## config.mk

```make
export PLATFORM = sky130hd
export DESIGN_NAME = gpio_input_conditioner
export DESIGN_NICKNAME = d
export VERILOG_FILES = /design/src/rtl/gpio_input_conditioner.sv
export SDC_FILE = /design/constraint.sdc
export NUM_CORES = 1
export LEC_CHECK = 0
export CAP_MARGIN = 40
export CORE_ASPECT_RATIO = 2
export CORE_MARGIN = 3
export CORE_UTILIZATION = 55
export DETAILED_ROUTE_END_ITERATION = 6
export MAX_ROUTING_LAYER = met4
export PLACE_DENSITY_LB_ADDON = 0.08
export REMOVE_ABC_BUFFERS = 1
export SYNTH_ARGS = -nofsm -noshare
export SYNTH_HDL_FRONTEND = slang
export SYNTH_SLANG_ARGS = --single-unit
```

## constraint.sdc

```tcl
create_clock -name clk -period 3.75 [get_ports clk]
set_input_delay 0.5625 -clock clk [delete_from_list [all_inputs] [get_ports clk]]
set_output_delay 0.5625 -clock clk [all_outputs]
set_load 0.02 [all_outputs]
```

## src/rtl/gpio_input_conditioner.sv

```systemverilog
// Pad-side input conditioning for gpio_controller: 2-flop sync, per-bit debounce,
// edge detection on input-direction bits, sticky pending flags and an OR-ed irq.
module gpio_ic_lane #(
    parameter int DB_CYCLES = 16,
    parameter int CNT_WIDTH = 5
) (
    input  logic clk,
    input  logic rstn,
    input  logic pin,
    input  logic qual,
    input  logic rise_en,
    input  logic fall_en,
    input  logic clr,
    output logic i,
    output logic pend,
    output logic pend_nxt
);
    localparam logic [CNT_WIDTH-1:0] CNT_MAX = CNT_WIDTH'(DB_CYCLES - 1);

    logic                 s1, s2, i_d, ev;
    logic [CNT_WIDTH-1:0] cnt;

    // Edges are seen one cycle after i moves, so pend/irq lag i by one cycle.
    assign ev       = qual & ((i & ~i_d & rise_en) | (~i & i_d & fall_en));
    assign pend_nxt = (pend & ~clr) | ev;

    always_ff @(posedge clk or negedge rstn) begin
        if (!rstn) begin
            s1   <= 1'b0;
            s2   <= 1'b0;
            i    <= 1'b0;
            i_d  <= 1'b0;
            cnt  <= '0;
            pend <= 1'b0;
        end else begin
            s1   <= pin;
            s2   <= s1;
            i_d  <= i;
            pend <= pend_nxt;
            if (s2 == i) begin
                cnt <= '0;
            end else if (cnt == CNT_MAX) begin
                i   <= s2;
                cnt <= '0;
            end else begin
                cnt <= cnt + 1'b1;
            end
        end
    end
endmodule

module gpio_input_conditioner #(
    parameter int   WIDTH     = 8,
    parameter int   DB_CYCLES = 16,
    parameter int   CNT_WIDTH = 5,
    parameter logic DIR_IN    = 1'b0
) (
    input  logic             clk,
    input  logic             rstn,
    input  logic [WIDTH-1:0] pin_i,
    input  logic [WIDTH-1:0] dir,
    output logic [WIDTH-1:0] i,
    input  logic [WIDTH-1:0] rise_en,
    input  logic [WIDTH-1:0] fall_en,
    input  logic [WIDTH-1:0] pend_clr,
    output logic [WIDTH-1:0] pend,
    output logic             irq
);
    logic [WIDTH-1:0] qual;
    logic [WIDTH-1:0] pend_nxt;

    assign qual = ~(dir ^ {WIDTH{DIR_IN}});

    for (genvar b = 0; b < WIDTH; b++) begin : g_lane
        gpio_ic_lane #(
            .DB_CYCLES (DB_CYCLES),
            .CNT_WIDTH (CNT_WIDTH)
        ) u_lane (
            .clk      (clk),
            .rstn     (rstn),
            .pin      (pin_i[b]),
            .qual     (qual[b]),
            .rise_en  (rise_en[b]),
            .fall_en  (fall_en[b]),
            .clr      (pend_clr[b]),
            .i        (i[b]),
            .pend     (pend[b]),
            .pend_nxt (pend_nxt[b])
        );
    end

    // irq is built from next-state pend so it changes on the same edge as pend.
    always_ff @(posedge clk or negedge rstn) begin
        if (!rstn) irq <= 1'b0;
        else       irq <= |pend_nxt;
    end
endmodule

```

==> summary.txt, run 1 <==
Pwr
  – Leak pwr: 0.00203 uW
  – Maximum VDD drop: approximately 0.00035 V
  – PwrDens: 422 nW/um^2

Floorplan
  – Initial Util: 0.580
  – Site row count: 38
  – Die Height: ~110 um
  – Die X: ~60 um
  – # IOs: 59
  – Core footprint: 5520 sq um
  – DIE AREA: 6820 sq um

Routing
  – DRC: 0
  – Routed WL: roughly 5300 um
  – Total vias in the final route: ~2000
  – Wire per inst: 14.1 um
  – Number of vias per cell: between 5 and 6
  – DRT Pass-1 Iters: 4
  – DR iter-0 viols: 56
  – Post-DRT Antenna Nets: 0

Clock network
  – CTS tree: built
  – CTS resizes: 0
  – Cts hold-fix bufs: 0
  – Clock Path Buffers: 2
  – Postcts setup bufs: 0
  – # H-tree levels: 3
  – Num CTS Buffers: 9
  – Clock root buffer: clkbuf_8
  – Worst-skew pair later-pin latency: around 0.34 ns
  – Clock transition time at the flip-flop clock pins of the worst setup and hold paths: ~0.08 ns
  – Sink Count: 81

Timing
  – Slew headroom: 0.785
  – RSZ-0062 raised after global routing: no
  – Crit path time final: ~2.2 ns
  – Setup Total Neg Slack: 0 ns
  – Slew @ Worst Pin: 0.320 ns
  – Peak Freq: around 0.45 GHz
  – Final Hold Fails: 0
  – Final period util: 0.589
  – Clock Skews: about 0.0076 ns
  – Setup Viol. Count Final: 0
  – Max-slew violations: 0

Synth
  – YS warnings: 0
  – Register area share after synthesis: 0.634
  – Top cells by count, synth: dfrtp_1 (81), nor2_1 (31), xor2_1 (24)
  – Ys async rst share: 1.00
  – Post-synth EDFFs: 0
  – Post-Syn Instances: approximately 260
  – Synth top area share: 0.634
  – Top cells by area, synth: dfrtp_1 (63%), xor2_1 (6.6%), buf_4 (3.8%), nor2_1 (3.6%), ha_1 (3.1%)
  – #FFs+latches synth: 81
  – Library cells used by synthesis: 22
  – Avg Cell Area, Syn: about 12 sq um
  – Post-synthesis cell area: 3200 sq um
  – Most common cell in the netlist: dfrtp_1
  – Yosys top cell by area: dfrtp_1
  – Post-synth top flop: dfrtp_1

Critical path
  – CP Launch Type: input pin
  – Worst path slowest cell: or4_1
  – Slowest stage delay, CP: 0.51 ns
  – R2R cell count: 4
  – Crit path DAT: approximately 2.4 ns
  – Flop2flop setup slack: 1.82 ns
  – Worst-path maximum fanout: 2
  – Critical R2R Launch: g_lane[2].u_lane.i
  – Reg2reg end: irq
  – Critical Path RT: 3.96 ns
  – WS Path Type: in -> reg
  – Most used cell, CP: or4_1
  – Crit path buf inv count: 1
  – Critical path capture point type: flip-flop
  – Top delay family on crit path: simple AND/OR/NAND/NOR gates
  – CP Cell Sequence: clkdlybuf4s50_1, and4bb_1, a211o_1, or4_1, or4_1

Cells and area
  – N_diodes: 0
  – Area growth, synth to finish: 24.0%
  – Design area: 3970 sq um
  – Proportion of layout cells with a drive suffix above 1: 0.0508
  – Nets: 360

Placement
  – Dpl cell area: 3760 sq um
  – Final Wtd Congestion: approximately 0.71
  – Port buffer count: 58
  – Detail Placement HPWL: 3930 um

Global route
  – Antenna violations before repair: 0
  – GR Overflow Total: 0
  – First-pass GRT wire length: between 8000 and 9000 um
  – Number of global-route vias before repair: roughly 2100
  – Pin count of the biggest net entering global routing: 60
  – GRT Util Overall: 0.186

Status
  – Status: finished clean

Min path
  – Hold WC Path Type: in -> async

Job
  – Max-Cap Viols: 0
-- sequential cells by signal, indices dropped and copies added (netlist names) --
name / count
g_lane.u_lane.pend: 8
g_lane.u_lane.i: 8
g_lane.u_lane.cnt: 40
irq: 1
g_lane.u_lane.s1: 8
g_lane.u_lane.s2: 8
g_lane.u_lane.i_d: 8
-- area by class of cell --
class | instances | area [sq um]
Timing Repair Buffer | 59 | 606
Multi-Input combinational cell | 143 | 991
Tap cell | 60 | 75.1
Sequential cell | 81 | 2030
Inverter | 16 | 60.1
Clock buffer | 14 | 173
Fill cell | 419 | 1550
Clock inverter | 2 | 35.0
-- placed cells by master (no fill, tap or decap) --
cell type        count
o21ai_1              8
o21a_1               3
dfrtp_1             81
ha_1                 8
nor2b_1              2
bufinv_16            1
o22ai_1              3
buf_16               1
a311oi_1             1
and3_1               8
mux2_1               8
and4bb_1             1
nand3b_1             3
a211o_1              4
inv_1               16
nor4bb_1             8
nor2_1              31
o221ai_1             1
nand2_1              3
buf_4                1
or4_1                2
clkdlybuf4s50_1     57
clkinv_2             1
xor2_1              24
clkbuf_1             2
nand3_1             16
clkbuf_8            12
and2_1               9
-- metal layers --
layer / wire length, um / vias to the layer above / GRT usage / part of all wire
met5: 0 / - / - / 0
met4: 166 / 0 / 0.101 / 0.031
met3: 261 / 10 / 0.0680 / 0.049
met2: 2860 / 48 / 0.301 / 0.54
met1: 2000 / 982 / 0.188 / 0.38
li1: - / 953 / - / -
-- cells by family (layout without fill, tap and decap cells) --
family	Yosys count	after routing	share of synthesized area
xor gates and xnor gates	24	24	0.0657
adders and majority gates	8	8	0.0313
muxes	8	8	0.0282
and+or+nand+nor	83	83	0.143
buffers and inverters	32	91	0.0563
AOI/OAI and AO/OA	20	20	0.0419
DFF	81	81	0.634
-- how the worst max path moves through the flow --
| stage | slack, ns | endpoint | startpoint | depth (start not counted) |
|---|---|---|---|---|
| floorplan | 1.73 | irq | dir[2] | 4 |
| global placement | 1.22 | irq | dir[2] | 5 |
| detailed placement | 1.17 | irq | dir[2] | 5 |
| CTS | 1.55 | irq | dir[2] | 5 |
| global route | 1.50 | irq | dir[2] | 5 |
| finish | 1.54 | irq | dir[2] | 5 |
-- power breakdown --
| group | internal [uW] | switching [uW] | leakage [uW] |
|---|---|---|---|
| registers | 903 | 19.7 | 0.00107 |
| logic | 63.6 | 46.7 | 0.000853 |
| clock network | 362 | 277 | 0.000107 |
-- stage by stage --
stage / util / hold slack [ns] / power [uW] / worst slack, ns / cells
after floorplan: - / 0.267 / 976 / 1.73 / 240
after global placement: 0.676 / 0.334 / 1040 / 1.22 / 358
after detailed placement: 0.681 / 0.340 / 1050 / 1.17 / 359
after CTS: 0.719 / 0.0986 / 1700 / 1.55 / 375
after global routing: 0.719 / 0.0987 / 1750 / 1.50 / 375
final: 0.719 / 0.107 / 1670 / 1.54 / 375
Note: power is estimated with default switching activity, not from simulation.
==> run 2: changes to the inputs <==
--- a/config.mk
+++ b/config.mk
@@ -8,7 +8,7 @@
 export CAP_MARGIN = 40
 export CORE_ASPECT_RATIO = 2
 export CORE_MARGIN = 3
-export CORE_UTILIZATION = 55
+export CORE_UTILIZATION = 51
 export DETAILED_ROUTE_END_ITERATION = 6
 export MAX_ROUTING_LAYER = met4
 export PLACE_DENSITY_LB_ADDON = 0.08
==> constraint.sdc (replaced) <==
create_clock -name clk -period 2.22 [get_ports clk]
set_input_delay 0.333 -clock clk [delete_from_list [all_inputs] [get_ports clk]]
set_output_delay 0.333 -clock clk [all_outputs]
set_load 0.02 [all_outputs]
==> summary.txt, run 2 (same netlist as run 1, synthesis figures left out) <==
Routing
  – Routed WL: 5140 um (was 5290 um)
  – Total vias in the final route: 1978 (was 1993)
  – Wire per inst: 12.8 um (was 14.1 um)
  – DRT Pass-1 Iters: 4 (unchanged)
  – DR iter-0 viols: 83 (was 56)
  – DRC: 0 (unchanged)
  – Number of vias per cell: 4.95 (was 5.31)
  – Post-DRT Antenna Nets: 0 (unchanged)

Critical path
  – Critical path capture point type: flip-flop (unchanged)
  – Crit path DAT: 2.19 ns (was 2.42 ns)
  – Slowest stage delay, CP: 0.50 ns (was 0.51 ns)
  – Worst path slowest cell: or4_1 (unchanged)
  – CP Cell Sequence: clkdlybuf4s50_1, and4bb_1, a211o_1, or4_1, or4_1 (unchanged)
  – Worst-path maximum fanout: 2 (unchanged)
  – Critical Path RT: 2.41 ns (was 3.96 ns)
  – Most used cell, CP: or4_1 (unchanged)
  – CP Launch Type: input pin (unchanged)
  – WS Path Type: in -> reg (unchanged)

Status
  – Status: finished clean (unchanged)

Pwr
  – Sw Pwr: 635 uW (was 343 uW)
  – Overall power: 3080 uW (was 1670 uW)
  – Cell Int Power: 2450 uW (was 1330 uW)
  – Seq pwr share: 0.506 (was 0.552)
  – Leak pwr: 0.00207 uW (was 0.00203 uW)
  – Clock group share of total power: 0.433 (was 0.382)
  – Maximum VDD drop: 0.000695 V (was 0.000345 V)
  – Sw Ratio: 0.206 (was 0.205)
  – Proportion of power drawn by combinational gates: 0.060 (was 0.066)
  – PwrDens: 758 nW/um^2 (was 422 nW/um^2)

Timing
  – RSZ-0062 raised after global routing: no (unchanged)
  – Final Hold Fails: 0 (unchanged)
  – Slew @ Worst Pin: 0.357 ns (was 0.320 ns)
  – Setup Viol. Count Final: 0 (unchanged)
  – Peak Freq: 0.501 GHz
  – Max-slew violations: 0 (unchanged)
  – Clock Skews: 0.00210 ns (was 0.00755 ns)
  – Crit path time final: between 1.5 and 2 ns
  – Final period util: 0.899
  – Slew headroom: 0.762 (was 0.785)
  – Min Hold Slack: 0.345 ns (was 0.107 ns)

Job
  – Max-Cap Viols: 0 (unchanged)

Floorplan
  – Die Height: 118 um (was 114 um)
  – # IOs: 59 (unchanged)
  – Initial Util: 0.528 (was 0.580)
  – Die X: 62.0 um (was 59.9 um)
  – Site row count: 40 (was 38)
  – Core footprint: 6060 sq um (was 5520 sq um)
  – DIE AREA: 7310 sq um (was 6820 sq um)

Clock network
  – CTS tree: built (unchanged)
  – # H-tree levels: 3 (unchanged)
  – Sink Count: 81 (unchanged)
  – Worst-skew pair later-pin latency: 0.32 ns (was 0.34 ns)
  – Clock transition time at the flip-flop clock pins of the worst setup and hold paths: 0.05 ns (was 0.08 ns)
  – Clock root buffer: clkbuf_16 (was clkbuf_8)
  – CTS resizes: 0 (unchanged)
  – Clock Path Buffers: 2 (unchanged)
  – Num CTS Buffers: 9 (unchanged)

Min path
  – Hold WC Path Type: reg -> reg (was in -> async)

Global route
  – Pin count of the biggest net entering global routing: 55 (was 60)
  – Number of global-route vias before repair: 2045 (was 2113)
  – GRT Util Overall: 0.164 (was 0.186)
  – Antenna violations before repair: 0 (unchanged)
  – First-pass GRT wire length: 8710 um (was 8970 um)
  – GR Overflow Total: 0 (unchanged)

Cells and area
  – Commonest non-fill, non-tap cell in the layout: dfrtp_1 (unchanged)
  – Most frequent cells in the layout: dfrtp_1 (81), clkdlybuf4s50_1 (57), nor2_1 (31) (unchanged)
  – Max FFs per register: 40 (unchanged)
  – N_diodes: 0 (unchanged)
  – Proportion of layout cells with a drive suffix above 1: 0.0506 (was 0.0508)
  – Nets: 361 (was 360)
  – Largest Register: g_lane.u_lane.cnt (unchanged)
  – Area growth, synth to finish: 27.2% (was 24.0%)

Placement
  – Final Wtd Congestion: 0.691 (was 0.710)
  – Port buffer count: 58 (unchanged)
  – Detail Placement HPWL: 3750 um (was 3930 um)
==> run 2: critical path, delay by kind of cell <==
family | cells | cell delay [ns]
AND/OR/NAND/NOR | 3 | 1.11
buffers and inverters | 1 | 0.47
AO/OA/AOI/OAI | 1 | 0.28
==> run 2: worst paths after layout <==
check / slack [ns] / cells after the start / startpoint / endpoint
setup / recovery: 0.22 / 5 / dir[2] / irq
min in group asynchronous: 0.47 / 2 / rstn / g_lane[4].u_lane.cnt[1]
hold / removal: 0.34 / 0 / g_lane[0].u_lane.s1 / g_lane[0].u_lane.s2
setup reg to reg: 0.29 / 4 / g_lane[2].u_lane.i / irq
max in group asynchronous: 1.16 / 3 / rstn / g_lane[3].u_lane.pend
hold reg to reg: 0.34 / 0 / g_lane[0].u_lane.s1 / g_lane[0].u_lane.s2
==> run 2: area by class of cell <==
class / count / area [sq um]
Clock buffer: 13 / 260
Clock inverter: 3 / 15.0
Fill cell: 482 / 1990
Inverter: 16 / 60.1
Multi-Input combinational cell: 143 / 991
Sequential cell: 81 / 2030
Tap cell: 84 / 105
Timing Repair Buffer: 60 / 608
==> run 2: routing by layer <==
metal / up-vias / GRT usage / routed length, um
met5: - / - / 0
li1: 959 / - / -
met3: 10 / 0.0461 / 208
met4: 0 / 0.0677 / 101
met1: 965 / 0.182 / 2040
met2: 44 / 0.265 / 2780
==> run 2: repair_timing <==
action                     in CTS  in global routing
setup endpoints to repair       0                  0
hold endpoints to repair       27                  0
hold buffers                    1                  0
buffers inserted                0                  0
==> run 2: power groups by stage <==
stage / registers, uW / clock network [uW] / logic, uW
6_report: 1560 / 1340 / 186
3_5_place_dp: 1590 / 0 / 188
4_1_cts: 1560 / 1370 / 192
5_1_grt: 1570 / 1420 / 214
2_1_floorplan: 1580 / 0 / 68.0
3_3_place_gp: 1580 / 0 / 184
==> run 2: per-stage QoR <==
step           worst slack (ns)  TNS, ns  instance area, sq um   util  std cells
6_report                  0.223        0                  4070  0.671        400
5_1_grt                   0.144        0                  4070  0.671        400
4_1_cts                   0.221        0                  4070  0.671        400
3_5_place_dp             -0.124   -0.124                  3780  0.624        383
3_3_place_gp            -0.0805  -0.0805                  3780  0.624        383
2_1_floorplan             0.248        0                  3080      -        240
==> run 3: changes to the inputs <==
--- a/config.mk
+++ b/config.mk
@@ -6,9 +6,11 @@
 export NUM_CORES = 1
 export LEC_CHECK = 0
 export CAP_MARGIN = 40
+export CELL_PAD_IN_SITES_DETAIL_PLACEMENT = 1
+export CELL_PAD_IN_SITES_GLOBAL_PLACEMENT = 2
 export CORE_ASPECT_RATIO = 2
 export CORE_MARGIN = 3
-export CORE_UTILIZATION = 51
+export CORE_UTILIZATION = 34
 export DETAILED_ROUTE_END_ITERATION = 6
 export MAX_ROUTING_LAYER = met4
 export PLACE_DENSITY_LB_ADDON = 0.08
==> summary.txt, run 3 (same netlist as run 1, synthesis figures left out) <==
Status
  – Status: finished with violations (was finished clean)
  – Failing checks: hold timing

Critical path
  – Critical Path RT: 2.42 ns (was 2.41 ns)
  – CP Launch Type: input pin (unchanged)
  – Crit path DAT: 2.23 ns (was 2.19 ns)
  – CP Depth: 5 (unchanged)
  – WS Path Type: in -> reg (unchanged)
  – Worst path slowest cell: or4_1 (unchanged)
  – Flop2flop setup slack: 0.23 ns (was 0.29 ns)
  – Critical path capture point type: flip-flop (unchanged)
  – Most used cell, CP: or4_1 (unchanged)
  – CP Cell Sequence: clkdlybuf4s50_1, and4bb_1, a211o_1, or4_1, or4_1 (unchanged)
  – Crit path buf inv count: 1 (unchanged)
  – R2R cell count: 4 (unchanged)
  – Worst-path maximum fanout: 2 (unchanged)
  – Slowest stage delay, CP: 0.53 ns (was 0.50 ns)
  – Top delay family on crit path: simple AND/OR/NAND/NOR gates (unchanged)

Placement
  – Dpl cell area: 3820 sq um (was 3780 sq um)
  – Final Wtd Congestion: 0.674 (was 0.691)
  – Detail Placement HPWL: 4480 um (was 3750 um)
  – Port buffer count: 58 (unchanged)

Pwr
  – Sw Pwr: 667 uW (was 635 uW)
  – Maximum VDD drop: 0.000392 V (was 0.000695 V)
  – Proportion of power drawn by combinational gates: 0.059 (was 0.060)
  – Leak pwr: 0.00208 uW (was 0.00207 uW)
  – PwrDens: 772 nW/um^2 (was 758 nW/um^2)
  – Cell Int Power: 2510 uW (was 2450 uW)
  – Overall power: 3180 uW (was 3080 uW)
  – Clock group share of total power: 0.450 (was 0.433)
  – Sw Ratio: 0.210 (was 0.206)
  – Seq pwr share: 0.491 (was 0.506)

Routing
  – Number of vias per cell: 4.85 (was 4.95)
  – Post-DRT Antenna Nets: 0 (unchanged)
  – Wire per inst: 14.3 um (was 12.8 um)
  – DRC: 0 (unchanged)
  – DRT Pass-1 Iters: 2 (was 4)
  – Routed WL: 6010 um (was 5140 um)
  – DR iter-0 viols: 80 (was 83)
  – Total vias in the final route: 2032 (was 1978)

Floorplan
  – Core footprint: 9070 sq um (was 6060 sq um)
  – DIE AREA: 10700 sq um (was 7310 sq um)
  – Die Height: 143 um (was 118 um)
  – Initial Util: 0.352 (was 0.528)
  – Die X: 74.6 um (was 62.0 um)
  – Site row count: 49 (was 40)
  – # IOs: 59 (unchanged)

Timing
  – Max-slew violations: 0 (unchanged)
  – Slew headroom: 0.640 (was 0.762)
  – Crit path time final: 2.03 ns (was 2.00 ns)
  – Min Hold Slack: -0.0177 ns (was 0.345 ns)
  – Final period util: 0.914 (was 0.899)
  – Clock Skews: 0.00451 ns (was 0.00210 ns)
  – Setup Viol. Count Final: 0 (unchanged)
  – Slew @ Worst Pin: 0.540 ns (was 0.357 ns)
  – Peak Freq: 0.493 GHz (was 0.501 GHz)
  – RSZ-0062 raised after global routing: no (unchanged)
  – Final Hold Fails: 30 (was 0)

Clock network
  – Clock transition time at the flip-flop clock pins of the worst setup and hold paths: 0.06 ns (was 0.05 ns)
  – Worst-skew pair later-pin latency: 0.33 ns (was 0.32 ns)
  – Cts hold-fix bufs: 0 (was 1)
  – Postcts setup bufs: 0 (unchanged)
  – Sink Count: 81 (unchanged)
  – Clock root buffer: clkbuf_16 (unchanged)
  – CTS resizes: 0 (unchanged)
  – # H-tree levels: 3 (unchanged)
  – Clock Path Buffers: 2 (unchanged)
  – Num CTS Buffers: 9 (unchanged)
  – CTS tree: built (unchanged)

Cells and area
  – Largest Register: g_lane.u_lane.cnt (unchanged)
  – Area growth, synth to finish: 28.6% (was 27.2%)
  – Most frequent cells in the layout: dfrtp_1 (81), clkdlybuf4s50_1 (57), nor2_1 (31) (unchanged)
  – Design area: 4110 sq um (was 4070 sq um)
  – Fillers: 967 (was 482)
  – Max FFs per register: 40 (unchanged)
  – Proportion of layout cells with a drive suffix above 1: 0.0599 (was 0.0506)
  – Nets: 362 (was 361)
  – N_diodes: 0 (unchanged)
  – Commonest non-fill, non-tap cell in the layout: dfrtp_1 (unchanged)

Global route
  – Number of global-route vias before repair: 2249 (was 2045)
  – Antenna violations before repair: 0 (unchanged)
  – GR Overflow Total: 0 (unchanged)
  – GRT Util Overall: 0.132 (was 0.164)
  – Pin count of the biggest net entering global routing: 43 (was 55)
  – First-pass GRT wire length: 10200 um (was 8710 um)

Min path
  – Hold WC Path Type: in -> async (was reg -> reg)

Job
  – Max-Cap Viols: 0 (unchanged)
==> run 3: changes by cell type in the layout (fill, tap and decap cells not counted) <==
cell	before	now
clkbuf_1	2	1
clkbuf_8	2	4
buf_4	1	3
clkinv_2	3	2
dlygate4sd3_1	1	0
==> run 3: layout make-up <==
cell class | count | area, sq um | share of cell area
Sequential cell | 81 | 2030 | 0.493
Multi-Input combinational cell | 143 | 991 | 0.241
Timing Repair Buffer | 61 | 613 | 0.149
Clock buffer | 14 | 284 | 0.0691
Tap cell | 102 | 128 | 0.0310
Inverter | 16 | 60.1 | 0.0146
Clock inverter | 2 | 10.0 | 0.00243
==> run 3: metrics by stage <==
step,setup slack (ns),utilization,setup TNS (ns),cells
finish,0.190,0.453,0,419
floorplan,0.248,-,0,240
CTS,0.183,0.453,0,419
global placement,-0.110,0.421,-0.110,403
global route,0.135,0.453,0,419
detailed placement,-0.158,0.421,-0.158,403
==> run 3: path summary, 6_finish.rpt <==
path	startpoint	to
worst max-delay path	dir[2]	irq
worst min-delay path	rstn	g_lane[4].u_lane.cnt[4]
worst max register to register	g_lane[2].u_lane.i	irq
worst min register to register	g_lane[1].u_lane.s1	g_lane[1].u_lane.s2
max in group asynchronous	rstn	g_lane[5].u_lane.cnt[2]
min in group clk	g_lane[1].u_lane.s1	g_lane[1].u_lane.s2
==> run 3: power groups by stage <==
stage / clock, uW / combinational (uW) / sequential (uW)
floorplan: 0 / 68.0 / 1580
global placement: 0 / 189 / 1590
detailed placement: 0 / 194 / 1590
CTS: 1480 / 195 / 1560
global route: 1550 / 218 / 1570
finish: 1430 / 187 / 1560
==> run 3: routing by layer <==
metal  vias to the layer above  wire length [um]  GRT usage
met4                         0               148     0.0675
met3                        12               279     0.0381
met1                      1016              2400      0.141
met2                        49              3190      0.216
li1                        955                 -          -
met5                         -                 0          -
==> edit 1, RTL diff (config.mk and constraints of run 2) <==
`DIR_IN`: 1'b0 -> 1'b1.
--- a/src/rtl/gpio_input_conditioner.sv
+++ b/src/rtl/gpio_input_conditioner.sv
@@ -53,7 +53,7 @@
     parameter int   WIDTH     = 8,
     parameter int   DB_CYCLES = 16,
     parameter int   CNT_WIDTH = 5,
-    parameter logic DIR_IN    = 1'b0
+    parameter logic DIR_IN    = 1'b1
 ) (
     input  logic             clk,
     input  logic             rstn,
Function: same outputs for any inputs over 10 cycles, from zero or initial values and one cycle with rstn low; that may be too few to reach the edited logic, so the function may still have changed.
==> edit 1 against run 2 <==
  * Sequential cell count stayed put
  * First-iteration DRC count shrank 24%
  * Setup slack improved by 0.24 ns
  * Clock skew up 0.0017 ns
  * Final cell count is 6.0% lower
  * Power rose by 0.37%
  * Synthesized area down 0.59%
  * Utilization decreased by 0.13 points
  * Cell area decreased by 1.0%
  * Count of clock-buffer cells in the layout up 1
  * Sequential power is essentially flat
  * Wire length grew 2.8%
  * Non-clock buffer count rose by 2
  * Critical path type is now reg -> out
  * Critical endpoint is now i[4]
  * Largest cell class unchanged
  * Largest power group unchanged
  * Highest routed layer unchanged
==> edit 1: results (changes against run 2) <==
- Status: completed
- All-layer global routing usage: 17.5% (+1.1 points)
- Stage delay of the slowest cell on the critical path: 0.65 ns (+0.15 ns)
- Endpoint arrival time on the critical path: 1.42 ns (-0.77 ns)
- Via count of the first global-routing pass: 2,093 (+2.3%)
- Top post-synthesis cells by count: 81 x dfrtp_1, 31 x nor2_1, 24 x xor2_1, 22 x nand3_1
- Max reg flops: 40 (unchanged)
- Count of different cell masters after synthesis: 17 (-23%)
- Max clock buf depth: 2 (unchanged)
- Slowest cell on the critical path: clkdlybuf4s50_1
- Top area cells in the synthesized netlist: dfrtp_1 64%, xor2_1 6.6%, nand4b_1 4.4%, buf_4 3.8%, nor2_1 3.7%
- Fraction of layout instances using a drive strength above 1: 6.39% (+1.3 points)
- Wire length of the first global-routing pass: 8910 um (+2.3%)
- Dpl cell area: 3740 um2 (-1.1%)
- Largest net degree at the start of global routing: 41 (-25%)
- Leakage power: 2.02 nW (-2.3%)
- Post-CTS Setup Inserts: 0 (unchanged)
- Depth of the worst register-to-register path: 4 (unchanged)
- CTS-repair resized insts: 0 (unchanged)
- RD Place Congestion: 0.736 (+6.4%)
- Worst setup skew after layout: 0.00380 ns (+0.00169 ns)
- Iteration-0 DRC count of the detailed router: 63 (-24%)
- Initial DRT Pass Iterations: 4 (unchanged)
- Crit path max-delay family: buffers and inverters
- Worst rel slew slack: 66.9% (-9.3 points)
- Worst reg-to-reg setup slack: 0.94 ns (+0.65 ns)
- Sum of net half-perimeters after detailed placement: 3930 um (+4.7%)
- Initial antenna violation count: 0 (unchanged)
- CTS buffer count: 9 (unchanged)
- Number of max-cap violations: 0 (unchanged)
- R2R Path End: g_lane[0].u_lane.i
- Root buffer selected by CTS: clkbuf_16
- Yosys warning count: 0 (unchanged)
- Hold_sp: g_lane[5].u_lane.s1
- Critical path launch point: g_lane[4].u_lane.i
- Port-buffer cells: 58 (unchanged)
- Register with the most flip-flops: g_lane.u_lane.cnt
- Share of the yosys chip area belonging to registers: 63.8% (+0.37 points)
- Clock latency on the worst-skew pair: roughly 0.33 ns
- Detailed-route via count: 1,961 (-0.86%)
- Final Net Count: 358 (-0.83%)
- Proportion of synthesized flip-flops having asynchronous set or reset: 100% (unchanged)
- Number of H-tree branching levels: 3 (unchanged)
- Worst ir drop on vdd: 776 uV (+12%)
- Register clock-pin slew on the reported worst setup and hold paths: approximately 0.060 ns
- Antenna cell count: 0 (unchanged)
- Average wire per cell in the routed design: 14.0 um (+9.4%)
- CP endpoint: i[4]
- Cell type with the highest aggregate area in the netlist: dfrtp_1
- Hold crit path type: reg -> reg
- Filler cell count: 455 (-5.6%)
- Cts hold-fix bufs: 1 (unchanged)
- Critical-path maximum fanout: 6 (+4)
- Source of the worst register-to-register timing path: g_lane[0].u_lane.cnt[0]
==> edit 1: kinds of logic after synthesis <==
family                   after synthesis  share of synthesized area (%)
adder cells (fa/ha/maj)                8                           3.15
AO/OA/AOI/OAI                          8                           1.26
XOR/XNOR                              24                           6.61
multiplexers                           8                           2.83
AND/OR/NAND/NOR                       99                           17.8
flip-flops                            81                           63.8
buffers and inverters                 23                           4.60
==> edit 1: layout make-up <==
| class | count | area share (%) |
|---|---|---|
| Clock buffer | 14 | 6.56 |
| Multi-Input combinational cell | 147 | 25.0 |
| Sequential cell | 81 | 50.4 |
| Inverter | 7 | 0.653 |
| Clock inverter | 2 | 0.311 |
| Timing Repair Buffer | 62 | 15.2 |
| Tap cell | 63 | 1.96 |
==> edit 1: per-layer routing <==
metal,wire [um],track usage [%]
met1,2040,19.3
met4,145,9.16
met2,2780,27.3
met5,0,-
met3,316,5.16
==> edit 1: stage by stage <==
stage	std cells	hold WS, ns	setup WS [ns]	utilization, %
after floorplan	235	0.0374	1.04	-
after global placement	359	0.331	0.703	62.3
after detailed placement	359	0.336	0.702	62.3
after CTS	376	0.345	0.436	67.0
after global routing	376	0.353	0.386	67.0
final	376	0.345	0.467	67.0
==> edit 1: worst min path at each step <==
stage / to / cells after the start
after floorplan: g_lane[0].u_lane.cnt[0] / 0
after global placement: g_lane[6].u_lane.cnt[2] / 1
after detailed placement: g_lane[6].u_lane.cnt[2] / 1
after CTS: g_lane[5].u_lane.s2 / 0
after global routing: g_lane[1].u_lane.s2 / 0
final: g_lane[5].u_lane.s2 / 0
==> edit 1: report_power, final <==
| group | total, mW | internal, mW | switching [mW] |
|---|---|---|---|
| Combinational | 0.183 | 0.105 | 0.0775 |
| Sequential | 1.56 | 1.53 | 0.0328 |
| Clock | 1.35 | 0.817 | 0.534 |
==> edit 2, RTL diff (flow settings as in run 2) <==
Without the edit above. Put a register stage on the output `pend`, with the module's reset. The value now appears one clock later. The other outputs are not delayed to match. Comments in the files are not updated.
--- a/src/rtl/gpio_input_conditioner.sv
+++ b/src/rtl/gpio_input_conditioner.sv
@@ -66,6 +66,8 @@
     output logic [WIDTH-1:0] pend,
     output logic             irq
 );
+
+    logic [WIDTH-1:0] pend_d;
     logic [WIDTH-1:0] qual;
     logic [WIDTH-1:0] pend_nxt;
 
@@ -84,7 +86,7 @@
             .fall_en  (fall_en[b]),
             .clr      (pend_clr[b]),
             .i        (i[b]),
-            .pend     (pend[b]),
+            .pend     (pend_d[b]),
             .pend_nxt (pend_nxt[b])
         );
     end
@@ -94,5 +96,13 @@
         if (!rstn) irq <= 1'b0;
         else       irq <= |pend_nxt;
     end
+    always_ff @(posedge clk or negedge rstn) begin
+        if (!rstn) begin
+            pend <= '0;
+        end else begin
+            pend <= pend_d;
+        end
+    end
+
 endmodule
 
Function: no difference found for any inputs over 10 cycles, from zero or initial values and one cycle with rstn low; that may be too few to reach the edited logic, so the function may still have changed.
==> edit 2 against run 2 <==
  * Cell area up 6.2%
  * Wire length is 0.55% higher
  * Synthesized area grew 4.4%
  * First-iteration DRC count fell by 48%
  * Maximum frequency shrank 1.2%
  * Clock skew about the same
  * Sequential cell count up 8
  * Power rose by 10%
  * Hold slack better by 0.0035 ns
  * Setup slack worse by 0.024 ns
  * Critical endpoint unchanged
==> edit 2: results (changes against run 2) <==
- Status: completed
- Fraction of layout instances using a drive strength above 1: 5.52% (+0.46 points)
- CTS-repair resized insts: 0 (unchanged)
- Largest net degree at the start of global routing: 39 (-29%)
- Top post-synthesis cells by count: 89 x dfrtp_1, 31 x nor2_1, 24 x xor2_1, 16 x inv_1, 16 x nand3_1
- Fraction of synthesized area in multiplexers: 2.70% (-0.12 points)
- Iteration-0 DRC count of the detailed router: 43 (-48%)
- Antenna cell count: 0 (unchanged)
- All-layer global routing usage: 15.7% (-0.65 points)
- Top area cells in the synthesized netlist: dfrtp_1 67%, xor2_1 6.3%, nor2_1 3.5%, ha_1 3.0%, mux2_1 2.7%
- Clock latency on the worst-skew pair: 0.32 ns (about the same)
- Worst rel slew slack: 72.4% (-3.9 points)
- DR top layer: met4
- Stage delay of the slowest cell on the critical path: 0.52 ns (+0.02 ns)
- Final routed wirelength across all metal layers: 5160 um (+0.55%)
- Sum of net half-perimeters after detailed placement: 3880 um (+3.4%)
- Leakage power: 2.20 nW (+6.6%)
- Met1 Usage GRT: 16.6% (-1.5 points)
- Share of the synthesized netlist area taken by xor and xnor gates: 6.30% (-0.28 points)
- Hold crit path type: reg -> reg
- Int Pwr: 2.74 mW (+12%)
- Filler cell count: 502 (+4.1%)
- Critical-path maximum fanout: 2 (unchanged)
- Port-buffer cells: 58 (unchanged)
- Average wire per cell in the routed design: 12.5 um (-2.4%)
- Post-CTS Setup Inserts: 0 (unchanged)
- Cts hold-fix bufs: 1 (unchanged)
- Worst ir drop on vdd: 831 uV (+20%)
- Global Route met2 Usage: 26.4% (-0.087 points)
- Count of different cell masters after synthesis: 22 (unchanged)
- Synth Area in Adders: 3.00% (-0.13 points)
- Final Net Count: 371 (+2.8%)
- Share of the yosys chip area belonging to registers: 66.7% (+3.3 points)
- Number of cells in the design after placement: 395 (+3.1%)
- RD Place Congestion: 0.800 (+16%)
- Worst setup skew after layout: 0.00228 ns (+0.000177 ns)
- DRT met1 WL: 2110 um (+3.0%)
- WL met2: 2720 um (-2.2%)
- Met3 track demand over resource: 4.09% (-0.52 points)
- Total length of routed met3 wires: 229 um (+10%)
- Detailed-route via count: 2,036 (+2.9%)
- Via count of the first global-routing pass: 2,085 (+2.0%)
- Dpl cell area: 4000 um2 (+5.8%)
- Share of the synthesized area in compound gates (AO/OA/AOI/OAI): 4.01% (-0.18 points)
- Number of H-tree branching levels: 3 (unchanged)
- Wire length of the first global-routing pass: 8870 um (+1.8%)
-- edit 2: changes by cell type in the layout (fill, tap and decap cells not counted), sizes merged --
cell / delta
bufinv: +1
clkinv: -2
buf: +2
clkbuf: +1
dfrtp: +8
-- edit 2: layout make-up --
cell class / count / area, um2 / share of cell area (%)
clock buffer: 14 / 274 / 6.35
clock inverter: 2 / 35.0 / 0.811
inverter: 16 / 60.1 / 1.39
multi-input combinational: 143 / 991 / 22.9
sequential: 89 / 2230 / 51.6
tap: 86 / 108 / 2.49
timing repair buffer: 62 / 623 / 14.4
-- edit 2: through the flow --
step | setup WS [ns] | utilization [%] | power (mW) | hold slack, ns
after global placement | -0.0933 | 63.4 | 1.92 | 0.301
final | 0.200 | 68.4 | 3.40 | 0.348
after detailed placement | -0.140 | 63.4 | 1.93 | 0.305
after global routing | 0.166 | 68.4 | 3.54 | 0.357
after floorplan | 0.248 | - | 1.80 | 0.0374
after CTS | 0.203 | 68.4 | 3.45 | 0.350
-- edit 2: path summary, 6_finish.rpt --
check                                          start  slack (ns)                       to
worst min-delay path             g_lane[5].u_lane.s1        0.35      g_lane[5].u_lane.s2
worst max register to register  g_lane[2].u_lane.i_d        0.32                      irq
worst min register to register   g_lane[5].u_lane.s1        0.35      g_lane[5].u_lane.s2
worst max-delay path                          dir[2]        0.20                      irq
min in group asynchronous                       rstn        0.48  g_lane[0].u_lane.cnt[0]
max in group asynchronous                       rstn        1.14       g_lane[3].u_lane.i
-- edit 2: power groups by stage --
stage          clock network, mW  logic (mW)  registers (mW)
2_1_floorplan                  0      0.0680            1.73
3_5_place_dp                   0       0.193            1.74
4_1_cts                     1.55       0.195            1.71
5_1_grt                     1.62       0.215            1.71
3_3_place_gp                   0       0.188            1.73
6_report                    1.50       0.189            1.71
